$ cat src/rtl/tproc_isa_pkg.sv
// -----------------------------------------------------------------------------
// tproc_isa_pkg
//   Shared instruction-set constants for the accelerator control path:
//   opcode values, the position and width of the opcode field, and the
//   execution-unit indices. Also provides a helper that maps a unit index to
//   the opcode that addresses it.
// -----------------------------------------------------------------------------
package tproc_isa_pkg;

  // Opcode field occupies the top OPC_W bits of the instruction word.
  localparam int OPC_W = 4;

  localparam logic [OPC_W-1:0] OPC_NOP   = 4'd0;
  localparam logic [OPC_W-1:0] OPC_LOAD  = 4'd1;
  localparam logic [OPC_W-1:0] OPC_CONV  = 4'd2;
  localparam logic [OPC_W-1:0] OPC_STORE = 4'd3;

  // Execution-unit indices (bit positions in unit_start / unit_done).
  localparam int UNIT_LOAD  = 0;
  localparam int UNIT_CONV  = 1;
  localparam int UNIT_STORE = 2;

  // Unit opcodes are contiguous starting at OPC_LOAD, in unit-index order.
  function automatic logic [OPC_W-1:0] unit_opcode(input int unsigned idx);
    return OPC_LOAD + OPC_W'(idx);
  endfunction

endpackage

$ cat src/rtl/instr_decode.sv
// -----------------------------------------------------------------------------
// instr_decode
//   Purely combinational opcode decoder. Kept as its own block so the same
//   decode can be reused by trace/debug logic.
// Ports
//   opcode     in   OPC_W     opcode field of an instruction
//   unit_sel   out  N_UNITS   one-hot select of the addressed unit (0 if none)
//   is_nop     out  1         opcode is NOP
//   is_illegal out  1         opcode is neither NOP nor a unit opcode
// -----------------------------------------------------------------------------
module instr_decode
  import tproc_isa_pkg::*;
#(
  parameter int N_UNITS = 3
) (
  input  logic [OPC_W-1:0]   opcode,
  output logic [N_UNITS-1:0] unit_sel,
  output logic               is_nop,
  output logic               is_illegal
);

  for (genvar gi = 0; gi < N_UNITS; gi++) begin : g_sel
    assign unit_sel[gi] = (opcode == unit_opcode(gi));
  end

  assign is_nop     = (opcode == OPC_NOP);
  assign is_illegal = !is_nop && !(|unit_sel);

endmodule

$ cat src/rtl/instr_dispatch.sv
// -----------------------------------------------------------------------------
// instr_dispatch
//   Sequences one decoded instruction at a time onto the execution units
//   (load, conv, store). Starts the addressed unit with the instruction
//   payload, waits for its done (guarded by a watchdog) and returns a
//   one-cycle retire pulse to the fetch FSM. Illegal opcodes and hung units
//   raise sticky error flags but always retire, so fetch never deadlocks.
// Ports
//   clk                in   1          clock, rising edge
//   rst                in   1          asynchronous active-high reset
//   instruction_enable in   1          one-cycle strobe, ctr valid
//   ctr                in   INSTR_W    instruction word
//   busy               out  1          high whenever not IDLE
//   unit_start         out  N_UNITS    one-hot one-cycle start pulse
//   unit_param         out  INSTR_W-4  payload of the current instruction
//   unit_done          in   N_UNITS    per-unit completion
//   instr_exe_state    out  1          one-cycle retire pulse
//   err_clr            in   1          clears sticky error flags
//   err_illegal        out  1          sticky: illegal opcode retired
//   err_timeout        out  1          sticky: unit watchdog expired
//   exec_cnt           out  32         retired-instruction counter (wraps)
// -----------------------------------------------------------------------------
module instr_dispatch
  import tproc_isa_pkg::*;
#(
  parameter int INSTR_W   = 64,
  parameter int N_UNITS   = 3,
  parameter int TIMEOUT_W = 16
) (
  input  logic                 clk,
  input  logic                 rst,
  input  logic                 instruction_enable,
  input  logic [INSTR_W-1:0]   ctr,
  output logic                 busy,
  output logic [N_UNITS-1:0]   unit_start,
  output logic [INSTR_W-5:0]   unit_param,
  input  logic [N_UNITS-1:0]   unit_done,
  output logic                 instr_exe_state,
  input  logic                 err_clr,
  output logic                 err_illegal,
  output logic                 err_timeout,
  output logic [31:0]          exec_cnt
);

  typedef enum logic [1:0] {
    ST_IDLE  = 2'd0,
    ST_ISSUE = 2'd1,
    ST_WAIT  = 2'd2,
    ST_DONE  = 2'd3
  } state_t;

  localparam logic [TIMEOUT_W-1:0] WD_MAX = {TIMEOUT_W{1'b1}};

  state_t               state;
  logic [OPC_W-1:0]     opcode_reg;
  logic [TIMEOUT_W-1:0] watchdog;

  // Decoder input: in IDLE the incoming word is decoded so the unit can be
  // started the very next cycle; otherwise the latched opcode is decoded,
  // which gives the unit select used to qualify done while waiting.
  logic [OPC_W-1:0]   dec_opcode;
  logic [N_UNITS-1:0] dec_sel;
  logic               dec_nop;
  logic               dec_illegal;

  assign dec_opcode = (state == ST_IDLE) ? ctr[INSTR_W-1 -: OPC_W] : opcode_reg;

  instr_decode #(
    .N_UNITS (N_UNITS)
  ) u_decode (
    .opcode     (dec_opcode),
    .unit_sel   (dec_sel),
    .is_nop     (dec_nop),
    .is_illegal (dec_illegal)
  );

  logic accept;
  logic done_hit;
  logic set_illegal;
  logic set_timeout;

  assign accept      = (state == ST_IDLE) && instruction_enable;
  assign set_illegal = accept && dec_illegal;
  // Only the addressed unit's done counts; done beats an expiring watchdog.
  assign done_hit    = (state == ST_WAIT) && (|(unit_done & dec_sel));
  assign set_timeout = (state == ST_WAIT) && !done_hit && (watchdog == WD_MAX);

  always_ff @(posedge clk or posedge rst) begin
    if (rst) begin
      state           <= ST_IDLE;
      opcode_reg      <= '0;
      watchdog        <= '0;
      busy            <= 1'b0;
      unit_start      <= '0;
      unit_param      <= '0;
      instr_exe_state <= 1'b0;
      err_illegal     <= 1'b0;
      err_timeout     <= 1'b0;
      exec_cnt        <= '0;
    end else begin
      // Pulse outputs default low so they can never stretch to two cycles.
      unit_start      <= '0;
      instr_exe_state <= 1'b0;

      // Sticky flags: a set in the same cycle as a clear wins.
      err_illegal <= set_illegal | (err_illegal & ~err_clr);
      err_timeout <= set_timeout | (err_timeout & ~err_clr);

      case (state)
        ST_IDLE: begin
          if (instruction_enable) begin
            opcode_reg <= ctr[INSTR_W-1 -: OPC_W];
            unit_param <= ctr[INSTR_W-5:0];
            busy       <= 1'b1;
            if (dec_nop || dec_illegal) begin
              // Nothing to execute: retire straight away.
              state           <= ST_DONE;
              instr_exe_state <= 1'b1;
              exec_cnt        <= exec_cnt + 32'd1;
            end else begin
              state      <= ST_ISSUE;
              unit_start <= dec_sel;
            end
          end
        end

        ST_ISSUE: begin
          watchdog <= '0;
          state    <= ST_WAIT;
        end

        ST_WAIT: begin
          if (done_hit || set_timeout) begin
            state           <= ST_DONE;
            instr_exe_state <= 1'b1;
            exec_cnt        <= exec_cnt + 32'd1;
          end else begin
            watchdog <= watchdog + 1'b1;
          end
        end

        ST_DONE: begin
          state <= ST_IDLE;
          busy  <= 1'b0;
        end

        default: begin
          state <= ST_IDLE;
          busy  <= 1'b0;
        end
      endcase
    end
  end

endmodule

$ cat config.mk
export PLATFORM = sky130hd
export DESIGN_NAME = instr_dispatch
export DESIGN_NICKNAME = d
export VERILOG_FILES = /design/src/rtl/tproc_isa_pkg.sv /design/src/rtl/instr_decode.sv /design/src/rtl/instr_dispatch.sv
export SDC_FILE = /design/constraint.sdc
export NUM_CORES = 1
export LEC_CHECK = 0
export ABC_AREA = 1
export ABC_CLOCK_PERIOD_IN_PS = 10200
export BUFFER_PORTS_ARGS = -buffer_cell sky130_fd_sc_hd__clkbuf_2
export CAP_MARGIN = 20
export CORE_MARGIN = 10
export CORE_UTILIZATION = 57
export DETAILED_ROUTE_END_ITERATION = 6
export PLACE_DENSITY = 0.86
export RECOVER_POWER = 50
export SLEW_MARGIN = 25
export SYNTH_ARGS = -nofsm -noshare
export SYNTH_HDL_FRONTEND = slang
export SYNTH_SLANG_ARGS = --single-unit
$ cat constraint.sdc
create_clock -name clk -period 10.2 [get_ports clk]
set_input_delay 1.53 -clock clk [delete_from_list [all_inputs] [get_ports clk]]
set_output_delay 1.53 -clock clk [all_outputs]
set_load 0.02 [all_outputs]
==> impl_results.md <==
- Synth top area cells: dfrtp_1, nand2_1, nor2_1
- H-tree depth: 4
- Synth Register Bits: 121
- Vias in the first global route: ~5700
- Distinct cells, synth: 26
- Most flop-heavy register: unit_param
- Overall power: 0.00113 W
- Placement Cell Area: 0.00697 mm2
- Resized cells post-CTS: 0
- Worst Tran Pin Value: 3290 ps
- Antenna violations before repair: 0
- Status: complete, but fails checks
- Post-Syn Instances: 817
- Layout cells sized above 1: roughly 16%
- Hpwl dp: approximately 12000 um
- Hold WS: 475 ps
- Num Clock Sinks: between 100 and 150
- Avg Inst Size Synth: about 7.5 um2
- DR vias: 5802
- Internal power: 0.000893 W
- ANT nets after route: 0
- Ys flop type: dfrtp_1
- PD cells: roughly 150 mW/mm2
- Top-count cell post-synth: nand2_1
- RSZ-0062 raised after global routing: no
- DRT iter0 DRCs: 439
- Crit path max fanout: 65
- Longest Clk Path Bufs: 2
- Reg clk slew, reported paths: 60 ps
- Die W: about 120 um
- First-pass GRT wire length: 27600 um
- GRT Total Usage: roughly 22%
- Max Cap Viol: 3
- Worst R2R Path Depth: 7
- Top cells by count, synth: nand2_1, dfrtp_1, nor2_1
- Clock Power Share: 55.3%
- Final WL: 16800 um
- Share of the synthesized area in the top cell type: 49.6%
- Post-synth ARST share: between 90% and 100%
- Crit path kind: primary input to async pin
- Startpoint types: primary input
- Met2 wire len: slightly below 8000 um
- Worst vdd ir: 0.107 mV
- Grt ovf: 0
- DRT Pass-1 Iters: 7
- IO Pins: 170
- DR WL met3: 1790 um
- Hold_buf cts: 0
- Seq pwr share: 42.7%
- Psw: 0.000233 W
- Clock skew: between 10 and 15 ps
- Relative slew slack: -119%
- TritonCTS clock tree: done
- Max-slew violation count: 198
- Die H: 123 um
- Largest net degree at the start of global routing: 74
- Top sig layer: met4
- Avg WL per Cell: between 10 and 15 um
- Syn Nets: 893
- Fmax: 178 MHz
- Worst EP arrival: 5490 ps
- Max reg flops: 60
- Die ar.: ~0.015 mm2
- Crit. End Element: async pin
- Antenna cells: 0
- Routed vias/inst: 5.16
- Total CTS buffers: 17
- Synthesized area: 0.00610 mm2
- Yosys top cell by area: dfrtp_1
- Initial Util: 58.8%
- Syn-to-layout area delta: 22.9%
- Final Hold Viols: 0
- Setup Buffers After CTS: 0
- Combinational power share: under 10%
- Number of synthesized flops with an enable pin: 0
- Root Driver: clkbuf_8
- Placer Congestion: 0.876
- Biggest regs: unit_param (60), exec_cnt (32), watchdog (16)
- I/O Buffers: between 150 and 200
- Layout Nets: 1052
- DRT met1 WL: 6900 um
- Leak Pwr: 4.08 nW
- HP Class: flop to flop
- Sw frac: 20.7%
- Failing checks: design-rule violations, max-capacitance violations, max-slew violations
- Critical Path RT: 10070 ps
- Core Area: 0.0104 mm2
- Final period util: 55.0%
- Crit path time final: 5610 ps
- Share of the yosys chip area belonging to registers: ~50%
- # rows: 37
- # fillers: between 800 and 900
- Fin Setup TNS: 0 ps
- Clock Latency Late Sink: ~520 ps
- Residual DRC: 2
- Synth warn: 0
- Setup violators final: 0
- Design Area, Final: 0.00750 mm2
- Hold Crit Depth: 2
==> worst paths after layout <==
check	startpoint	end	slack, ps
worst max register to register	state[1]	busy	5270
min in group asynchronous	rst	exec_cnt[5]	1690
max in group clk	instruction_enable	busy	4970
worst min-delay path	unit_param[16]	unit_param[16]	470
worst max-delay path	rst	busy	4590
worst min register to register	unit_param[16]	unit_param[16]	470
==> cell families after synthesis <==
kind of cell             after synthesis  synth area share [%]
flip-flops                           121                  49.6
buffers and inverters                 95                  6.73
adder cells (fa/ha/maj)                5                  1.03
AND/OR/NAND/NOR                      566                  38.8
AO/OA/AOI/OAI                         13                  1.33
XOR/XNOR                              17                  2.44
==> power groups by stage <==
stage,combinational (W),sequential [W],clock (W)
after floorplan,0.00000739,0.000489,0
after global placement,0.0000235,0.000489,0
after detailed placement,0.0000239,0.000489,0
after CTS,0.0000240,0.000480,0.000628
after global routing,0.0000263,0.000480,0.000651
final,0.0000230,0.000480,0.000623
==> stage by stage <==
stage	setup slack, ps	util (%)	instances
floorplan	5460	-	817
global placement	6800	67.2	1093
detailed placement	6740	67.2	1093
CTS	7200	73.0	1125
global route	3630	72.3	1125
finish	4590	72.3	1125
==> critical path, cell delays in order <==
cell and delay (ps):
clkbuf_2 80, clkinvlp_2 1410, clkbuf_1 2420
==> routing by layer <==
layer  up-vias  track usage (%)
met3        23             9.66
met5         -                0
met4         0             7.13
met2       224             34.7
li1       2875                -
met1      2680             27.6
==> layout make-up <==
type | instances | area [um2] | area share, %
sequential | 121 | 3030 | 40.4
multi-input combinational | 601 | 2660 | 35.5
timing repair buffer | 171 | 783 | 10.4
clock buffer | 21 | 439 | 5.86
inverter | 64 | 241 | 3.22
clock inverter | 11 | 170 | 2.27
tap | 136 | 170 | 2.27
==> cell usage in the layout (no fill, tap or decap) <==
master / count
nand2_4: 1
clkinvlp_2: 1
nand2_1: 384
inv_2: 3
nor2_1: 69
clkinvlp_4: 3
a21oi_1: 2
clkinv_4: 1
clkinv_2: 2
nor2_2: 5
clkbuf_16: 16
xor2_1: 14
nor4_1: 1
nand3_4: 2
nor3b_1: 4
nand3_1: 47
a21boi_4: 1
inv_6: 1
nor3_1: 10
o22ai_1: 2
xnor2_1: 3
clkbuf_8: 2
dfrtp_1: 121
inv_1: 60
nand4_1: 40
nand3b_1: 2
ha_1: 5
o21ai_0: 8
bufinv_16: 4
clkbuf_2: 113
clkbuf_1: 61
nand2_2: 1
(Power assumes the default switching activity.)
